### config.mk
export PLATFORM = sky130hd
export DESIGN_NAME = axis_frame_packer
export DESIGN_NICKNAME = d
export VERILOG_FILES = /design/src/rtl/axis_frame_packer.sv
export SDC_FILE = /design/constraint.sdc
export NUM_CORES = 1
export LEC_CHECK = 0
export CORE_ASPECT_RATIO = 1.4
export CORE_UTILIZATION = 40
export CTS_BUF_LIST = sky130_fd_sc_hd__clkbuf_8 sky130_fd_sc_hd__clkbuf_16
export DETAILED_ROUTE_END_ITERATION = 8
export SLEW_MARGIN = 20
export SYNTH_ARGS = -nofsm -noshare
export SYNTH_HDL_FRONTEND = slang
export SYNTH_SLANG_ARGS = --single-unit
### constraint.sdc
create_clock -name clk -period 8.82 [get_ports clk]
set_input_delay 2.646 -clock clk [delete_from_list [all_inputs] [get_ports clk]]
set_output_delay 2.646 -clock clk [all_outputs]
set_load 0.05 [all_outputs]
### src/rtl/axis_frame_packer.sv
// First-word-fall-through pixel FIFO that packs a stream into AXI4-Stream frames with per-frame TLAST.
// Optional FRAME_PACKER_TUSER_EN adds an m_tuser start-of-frame output.
module axis_frame_packer #(
    parameter int DATA_W = 32,
    parameter int DEPTH  = 16,
    parameter int IMG_W  = 512,
    parameter int IMG_H  = 512
) (
    input  logic                       clk,
    input  logic                       rst,
    input  logic                       clr,
    input  logic [DATA_W-1:0]          s_tdata,
    input  logic                       s_tvalid,
    output logic [DATA_W-1:0]          m_tdata,
    output logic                       m_tvalid,
    input  logic                       m_tready,
    output logic                       m_tlast,
`ifdef FRAME_PACKER_TUSER_EN
    output logic                       m_tuser,
`endif
    output logic                       frame_done,
    output logic                       overflow,
    output logic [$clog2(DEPTH):0]     level
);

    localparam int AW = $clog2(DEPTH);
    localparam int LW = AW + 1;
    localparam int CW = (IMG_W > 1) ? $clog2(IMG_W) : 1;
    localparam int RW = (IMG_H > 1) ? $clog2(IMG_H) : 1;
    localparam logic [LW-1:0] FULL_LVL = LW'(DEPTH);
    localparam logic [CW-1:0] COL_MAX  = CW'(IMG_W - 1);
    localparam logic [RW-1:0] ROW_MAX  = RW'(IMG_H - 1);

    logic [DATA_W-1:0] mem [DEPTH];
    logic [AW-1:0]     wr_ptr;
    logic [AW-1:0]     rd_ptr;
    logic [CW-1:0]     col;
    logic [RW-1:0]     row;
    logic              full;
    logic              rd_hs;
    logic              wr_en;
    logic              rd_en;
    logic              drop;
    logic              col_end;
    logic              row_end;

    assign full     = (level == FULL_LVL);
    assign m_tvalid = (level != '0);
    assign m_tdata  = mem[rd_ptr];
    assign rd_hs    = m_tvalid && m_tready;
    // A read in the same cycle frees a slot, so a write into a full FIFO is still accepted.
    assign wr_en    = s_tvalid && !clr && (!full || rd_hs);
    assign rd_en    = rd_hs && !clr;
    assign drop     = s_tvalid && !clr && full && !rd_hs;

    assign col_end  = (col == COL_MAX);
    assign row_end  = (row == ROW_MAX);
    assign m_tlast  = m_tvalid && col_end && row_end;
`ifdef FRAME_PACKER_TUSER_EN
    assign m_tuser  = m_tvalid && (col == '0) && (row == '0);
`endif

    always_ff @(posedge clk) begin
        if (wr_en) begin
            mem[wr_ptr] <= s_tdata;
        end
    end

    always_ff @(posedge clk or posedge rst) begin
        if (rst) begin
            wr_ptr <= '0;
            rd_ptr <= '0;
            level  <= '0;
        end else if (clr) begin
            wr_ptr <= '0;
            rd_ptr <= '0;
            level  <= '0;
        end else begin
            if (wr_en) begin
                wr_ptr <= wr_ptr + AW'(1);
            end
            if (rd_en) begin
                rd_ptr <= rd_ptr + AW'(1);
            end
            level <= level + LW'(wr_en) - LW'(rd_en);
        end
    end

    always_ff @(posedge clk or posedge rst) begin
        if (rst) begin
            col        <= '0;
            row        <= '0;
            frame_done <= 1'b0;
            overflow   <= 1'b0;
        end else if (clr) begin
            col        <= '0;
            row        <= '0;
            frame_done <= 1'b0;
            overflow   <= 1'b0;
        end else begin
            frame_done <= rd_hs && col_end && row_end;
            if (drop) begin
                overflow <= 1'b1;
            end
            if (rd_hs) begin
                if (col_end) begin
                    col <= '0;
                    row <= row_end ? '0 : row + RW'(1);
                end else begin
                    col <= col + CW'(1);
                end
            end
        end
    end

endmodule

Word level (Yosys, flattened, before mapping):

Memories as Yosys holds them, arrays and structs flattened.
Index checks and enable logic that the tools add are counted.

* register bits after elaboration: 33
* latch bits: 0
* bits in writable memories: 512
* bits in read-only memories: 0
* input bits: 37
* output and inout bits: 41
* word-level logic and storage cells: 55
* memories kept: 1

Memory list
* mem: words 16, bits a word 32, rd ports 1, clocked after Yosys merged registers in 0, wr ports 1, line 34 `logic [DATA_W-1:0] mem [DEPTH];`

* $add $sub $neg: 6
* multiply operators: 0
* div/mod/pow operators: 0
* magnitude comparators: 0
* equality and inequality tests: 3
* shifts and indexed selects: 0
* multiplexer cells: 17
* bitwise operators: 0
* reduce and logical (&&, ||, !) cells: 21

Operators with widths (number)
* $mux W9: 7
* $add A9 B1 Y9 const B: 2
* $eq A9 B9 Y1 const B: 2
* $mux W4: 4
* $logic_and A1 B1 Y1: 10
* $reduce_bool A2 Y1: 5
* $add A4 B1 Y4 const B: 2
* $add A5 B1 Y5: 1
* $eq A5 B5 Y1 const B: 1
* $mux W1: 5
* $mux W5: 1
* $reduce_bool A5 Y1: 1
* $sub A5 B1 Y5: 1
* $logic_not A1 Y1: 3
* $reduce_and A2 Y1: 1
* $logic_or A1 B1 Y1: 1

Longest topological paths before layout:

Gate-level depths: netlist (run 1).

* depth in word-level cells: 7
* gate-level depth with buffers: 16

Worst setup path before layout (run 1):

OpenSTA, ideal clock, no wires.

* path kind: input-to-reg
* start point: input m_tready
* end point: memory mem[2][0], enable pin
* setup time: 513 ps
* arrival: 6556 ps
* data required time: 8307 ps
* slack: 1751 ps
* cell stages on the path: 6
* cell sequence: or2b_1 > o21ai_2 > nor2_2 > inv_1 > buf_6 > nor4b_1

* longest elaborated chain between the ends: 5

Ends and longest elaborated chain
* from (decl): line 16 `input logic m_tready,`
* $logic_and A1 B1 Y1: line 50 `assign rd_hs = m_tvalid && m_tready;`
* $logic_or A1 B1 Y1: line 52 `assign wr_en = s_tvalid && !clr && (!full || rd_hs);`
* $logic_and A1 B1 Y1: line 52
* $mux W1: line 64 `if (wr_en) begin`
* $mux W1 (not written as such): line 65 `mem[wr_ptr] <= s_tdata;`
* to (decl): line 34

Every way passes these cells.

Worst setup path in the final report (run 1):

* start point: register rd_ptr[0]
* end point: output m_tdata[24]

* longest elaborated chain between the ends: 1

Ends and longest elaborated chain
* from (decl): line 36 `logic [AW-1:0] rd_ptr;`
* from (signal assigned): line 83 `rd_ptr <= rd_ptr + AW'(1);`
* $mem_v2 Z16 W32
* to (decl): line 14 `output logic [DATA_W-1:0] m_tdata,`

Every way passes these cells.

==> results.sh, run 1 <==
export IMPL_grt_overflow_total=0
export IMPL_min_path_type="register to register"
export IMPL_dr_total_vias=10133
export IMPL_diodes=0
export IMPL_setup_tns_ns=0
export IMPL_cts_sinks=545
export IMPL_worst_hold_path_endpoint="overflow"
export IMPL_postCtsSetupBuffers=0
export IMPL_maxCapViolCount=0
export IMPL_fin_crit_sh=0.722
export IMPL_cpMaxStageDelayCell="dfrtp_4"
export IMPL_rsz0062_at_grt="false"
export IMPL_pwr_share_seq=0.463
export IMPL_cts_tree="yes"
export IMPL_avgSynthCellArea_um2=20.9
export IMPL_synth_nets=1067
export IMPL_synthTopCellsByArea="edfxtp_1, mux4_2, dfrtp_1"
export IMPL_cts_htree_levels=2
export IMPL_hold_violations=0
export IMPL_drive_above_1_share=0.225
export IMPL_placedCellCount=1771
export IMPL_synth_edf_count=512
export IMPL_relSlewSlack=0.290
export IMPL_critPathMaxFanout=37
export IMPL_fin_util=0.469
export IMPL_cp_start_kind="register"
export IMPL_async_flop_share=0.0606
export IMPL_worstHoldPathCells=2
export IMPL_nets=1169
export IMPL_status="complete, no violations"
export IMPL_drcViolationCount=0
export IMPL_dp_slack_ns=2.49
export IMPL_internal_power_mw=4.65
export IMPL_ant_nets=0
export IMPL_required_ns=6.17
export IMPL_dr_pass1_iters=5
export IMPL_fmax_ghz=0.157
export IMPL_synthDistinctLibCells=50
export IMPL_crit_arrival_ns=3.72
export IMPL_tightest_slew_ns=1.06
export IMPL_netlist_area_um2=21200
export IMPL_finalWeightedCongestion=0.728
export IMPL_fin_worst_skew_ns=0.0253
export IMPL_post_drt_via_cell_ratio=5.43
export IMPL_end_kind="primary output"
export IMPL_p_sw_mw=1.75
export IMPL_port_buffers=77
export IMPL_fill_cells=4360
export IMPL_ys_flop_type="edfxtp_1"
export IMPL_synth_top_area_frac=0.725
export IMPL_cts_resized=0
export IMPL_max_stage_delay_ns=0.75
export IMPL_drt_total_wl_mm=44.8
export IMPL_worstHoldStart="overflow"
export IMPL_yosysMostFrequentCell="edfxtp_1"
export IMPL_cts_buffers=50
export IMPL_power_mw=6.40
export IMPL_grt_antenna_before_repair=1
export IMPL_rrSetupSlack_ns=4.86
export IMPL_num_io_pins=78
export IMPL_cts_buffer_depth=3
export IMPL_power_density_nw_per_um2=261
export IMPL_synth_top_area_cell="edfxtp_1"
export IMPL_hold_buffers=0
export IMPL_synth_seq_area_share=0.764
export IMPL_worstReg2RegStart="level[3]"
export IMPL_dpl_hpwl_mm=23.0
export IMPL_die_h_um=274
export IMPL_coreArea_um2=52300
export IMPL_clock_root_buffer="clkbuf_16"
export IMPL_instances_no_fill=1865
export IMPL_drt_initial_drc_count=861
export IMPL_swShare=0.273
export IMPL_r2r_end="level[4]"
export IMPL_irDropWorstVdd_uv=194
export IMPL_hold_slack_ns=0.515
export IMPL_grt_pass1_wl_mm=67.3
export IMPL_crit_chain="buf_4, mux4_2, a22oi_1, nand2_1, clkdlybuf4s50_1"
export IMPL_cts_reportedPaths_clkPinSlew_ns=0.06
export IMPL_path_class="register to primary output"
export IMPL_initial_core_util=0.406
export IMPL_syn_inst=1014
export IMPL_dpl_cell_area_um2=23000
export IMPL_die_w_um=197
export IMPL_seq_area_um2=16200
export IMPL_ys_seq_elements=545
export IMPL_post_route_min_period_ns=6.36
export IMPL_die_area_um2=54000
export IMPL_synthTopCellsByCount="edfxtp_1, mux4_2, a22oi_1, nand2_1, dfrtp_1"
export IMPL_grt_usage=0.171
export IMPL_drv_slew=0
export IMPL_setup_viol=0
export IMPL_yosys_warnings=0
export IMPL_grt_max_degree=77
export IMPL_pwr_share_clk=0.321
export IMPL_clk_latency_ns=0.58
export IMPL_design_area_um2=24500
export IMPL_wire_per_inst_um=24.0
export IMPL_syn_to_final_growth_pct=15.6
export IMPL_r2r_cells=15
export IMPL_num_rows=99
export IMPL_multiInputGateArea_um2=4800
export IMPL_p_leak_nw=7.74
export IMPL_worst_slack_ns=2.46
export IMPL_p_comb_frac=0.216
export IMPL_grt_pass1_vias=10663
## routing by layer
metal  track usage  routed length [um]
met5             0                  17
met4        0.0467                 968
met3        0.0256                2210
met2         0.294               22900
met1         0.226               18700
## cells in the final DEF, fill, tap and decap left out, types with 3 or more instances in the layout
cell             instances
clkinv_1                10
nor4bb_4                 3
or3b_2                   6
nand2_1                 46
nor2_1                  20
bufinv_16                3
clkinv_2                 8
mux4_2                 128
clkdlybuf4s50_1         77
or4_1                    3
a21oi_1                 20
nor2_4                   5
dfrtp_1                 31
edfxtp_1               512
or4b_2                   3
a31oi_1                  4
o21ai_0                  7
nand3_1                 10
xnor2_1                  3
and3_1                  10
xor2_1                   4
buf_4                   29
inv_1                   28
or3_1                    4
ha_1                    15
clkbuf_16               51
nor4b_2                  3
clkinvlp_4               3
o21ai_1                  5
nor2b_1                  5
nor3_2                   3
a22oi_1                 64
## critical path, delay by kind of cell, from the launching register on
family | cells | cell delay (ns)
muxes | 1 | 0.60
buffers and inverters | 2 | 1.42
and+or+nand+nor | 1 | 0.10
DFF | 1 | 0.75
AOI/OAI and AO/OA | 1 | 0.27
## power by group through the flow
stage                     Combinational (mW)  Clock [mW]  Sequential [mW]
after global placement                  1.40           0             3.02
final                                   1.38        2.06             2.96
after floorplan                         1.08           0             2.99
after CTS                               1.41        2.10             2.96
after global routing                    1.48        2.19             2.97
after detailed placement                1.41           0             3.02
## cell type report
cell class / count / area share
inverter: 11 / 0.00168
multi-input combinational: 400 / 0.196
clock inverter: 43 / 0.0117
timing repair buffer: 108 / 0.0419
clock buffer: 51 / 0.0520
tap: 707 / 0.0361
sequential: 545 / 0.661
## state kept, by name, summed over array words and instances (netlist names)
signal	count
rd_ptr	4
wr_ptr	4
row	9
frame_done	1
level	5
mem	512
overflow	1
col	9
## kinds of logic (layout without fill, tap and decap cells)
group | after synthesis | in the layout | synth area share
mux | 130 | 130 | 0.137
buf+inv | 69 | 213 | 0.0165
xor+xnor | 7 | 7 | 0.00289
compound gates | 105 | 105 | 0.0333
simple gates | 142 | 142 | 0.0369
fa+ha+maj | 16 | 16 | 0.00979
flops | 545 | 545 | 0.764
## how the worst max path moves through the flow
stage,from,end,slack [ns],cells past startpoint
floorplan,m_tready,mem[2][0],1.75,6
global route,rd_ptr[0],m_tdata[25],2.22,5
global placement,m_tready,level[4],2.61,14
detailed placement,m_tready,level[4],2.49,14
finish,rd_ptr[0],m_tdata[24],2.46,5
CTS,rd_ptr[0],m_tdata[16],2.35,5
(Power assumes the default switching activity.)
==> run 2: changes to the inputs <==
Clock period 8.82 ns to 6.7 ns, I/O delays scaled along.
==> run 2 against run 1 <==
Compared with the run above:
- register-to-register slack worse by 2.1 ns
- hold slack better by 0.0037 ns
- critical path depth unchanged
- sequential cell count unchanged
- critical path type unchanged
- largest cell class unchanged
- core utilization up 0.33 points
- setup slack worse by 1.3 ns
- sequential share of layout area down 0.46 points
- first-iteration DRC count down 10%
- combinational power up 33%
- clock power up 41%
- final cell count unchanged
- sequential power up 32%
==> results.sh, run 2 (synthesis results as in run 1) <==
export IMPL_maxCapViolCount=0
export IMPL_die_h_um=274
export IMPL_fin_worst_skew_ns=0.0173
export IMPL_swShare=0.268
export IMPL_num_rows=99
export IMPL_num_io_pins=78
export IMPL_finalWeightedCongestion=0.725
export IMPL_post_drt_via_cell_ratio=5.45
export IMPL_hold_violations=0
export IMPL_clock_root_buffer="clkbuf_16"
export IMPL_grt_pass1_vias=10757
export IMPL_end_kind="primary output"
export IMPL_critPathMaxFanout=38
export IMPL_setup_tns_ns=0
export IMPL_cts_buffer_depth=3
export IMPL_cts_sinks=545
export IMPL_min_path_type="register to register"
export IMPL_cts_resized=0
export IMPL_dr_total_vias=10171
export IMPL_cts_buffers=50
export IMPL_max_stage_delay_ns=0.86
export IMPL_internal_power_mw=6.34
export IMPL_status="complete, no violations"
export IMPL_setup_viol=0
export IMPL_required_ns=4.69
export IMPL_pwr_share_seq=0.452
export IMPL_cts_tree="yes"
export IMPL_die_w_um=197
export IMPL_grt_antenna_before_repair=1
export IMPL_cts_htree_levels=2
export IMPL_grt_max_degree=58
export IMPL_p_sw_mw=2.32
export IMPL_largest_reg_flops=512
export IMPL_p_comb_frac=0.212
export IMPL_grt_usage=0.172
export IMPL_clk_latency_ns=0.57
export IMPL_crit_chain="buf_12, mux4_2, a22oi_1, nand2_1, clkdlybuf4s50_1"
export IMPL_tightest_slew_ns=1.10
export IMPL_rsz0062_at_grt="false"
export IMPL_path_class="register to primary output"
export IMPL_drt_initial_drc_count=775
export IMPL_crit_arrival_ns=3.51
export IMPL_grt_overflow_total=0
export IMPL_drcViolationCount=0
export IMPL_postCtsSetupBuffers=0
export IMPL_cp_start_kind="register"
export IMPL_fin_crit_sh=0.824
export IMPL_drv_slew=0
export IMPL_grt_pass1_wl_mm=67.7
export IMPL_p_leak_nw=7.76
export IMPL_dr_pass1_iters=4
export IMPL_initial_core_util=0.406
export IMPL_wire_per_inst_um=24.3
export IMPL_irDropWorstVdd_uv=230
export IMPL_fill_cells=4406
export IMPL_post_route_min_period_ns=5.52
export IMPL_fmax_ghz=0.181
export IMPL_final_common_cell="edfxtp_1"
export IMPL_die_area_um2=54000
export IMPL_syn_to_final_growth_pct=16.5
export IMPL_diodes=0
export IMPL_drive_above_1_share=0.234
export IMPL_nets=1171
export IMPL_largest_register="mem"
export IMPL_hold_buffers=0
export IMPL_cts_reportedPaths_clkPinSlew_ns=0.06
export IMPL_ant_nets=0
export IMPL_pwr_share_clk=0.337
export IMPL_port_buffers=77
export IMPL_coreArea_um2=52300
export IMPL_top_regs="mem x512, col x9, row x9"
export IMPL_fin_util=0.473
export IMPL_dpl_hpwl_mm=24.7
export IMPL_power_density_nw_per_um2=351
export IMPL_final_cell_mix="edfxtp_1, mux4_2, clkdlybuf4s50_1"
export IMPL_cpMaxStageDelayCell="dfrtp_4"
export IMPL_drt_total_wl_mm=45.4
export IMPL_relSlewSlack=0.264
run 2: power groups by stage:
stage / Combinational (mW) / Clock (mW) / Sequential [mW]
3_5_place_dp: 1.86 / 0 / 3.99
2_1_floorplan: 1.42 / 0 / 3.93
3_3_place_gp: 1.86 / 0 / 3.99
6_report: 1.83 / 2.91 / 3.91
5_1_grt: 1.97 / 3.08 / 3.93
4_1_cts: 1.87 / 2.97 / 3.92
run 2: worst paths after layout:
kind	startpoint	endpoint	slack, ns	cells after the start
worst min register to register	overflow	overflow	0.52	2
max in group asynchronous	rst	rd_ptr[0]	4.16	3
min in group asynchronous	rst	level[3]	1.81	2
worst max register to register	level[2]	level[4]	2.72	15
worst max-delay path	rd_ptr[0]	m_tdata[5]	1.18	5
worst min-delay path	overflow	overflow	0.52	2
run 2: critical path, delay by kind of cell, from the launching register on:
family                 cells  cell delay (ns)
buffers and inverters      2             1.09
DFF                        1             0.86
and+or+nand+nor            1             0.11
AOI/OAI and AO/OA          1             0.27
muxes                      1             0.54
run 2: routing by layer:
metal | GRT usage | wire (um) | up-vias
met1 | 0.221 | 19000 | 5486
met5 | 0 | 9 | -
met3 | 0.0236 | 1690 | 71
met4 | 0.0475 | 1000 | 2
met2 | 0.304 | 23600 | 199
li1 | - | - | 4413
run 2: cell type report:
type	count	area, um^2	area share
inverter	11	41.3	0.00167
multi-input combinational	400	4800	0.195
tap	707	885	0.0358
sequential	545	16200	0.656
clock buffer	51	1280	0.0517
clock inverter	41	405	0.0164
timing repair buffer	110	1080	0.0438
run 2: metrics by stage:
step                      total power [mW]  hold slack, ns  setup WS, ns  cells  area [um^2]
after detailed placement              5.85           0.501          1.04   1773        23000
final                                 8.66           0.519          1.18   1865        24700
after global routing                  8.98           0.560         0.960   1865        24700
after floorplan                       5.35           0.496         0.267   1014        21200
after global placement                5.85           0.491          1.10   1773        23000
after CTS                             8.76           0.534          1.09   1865        24700
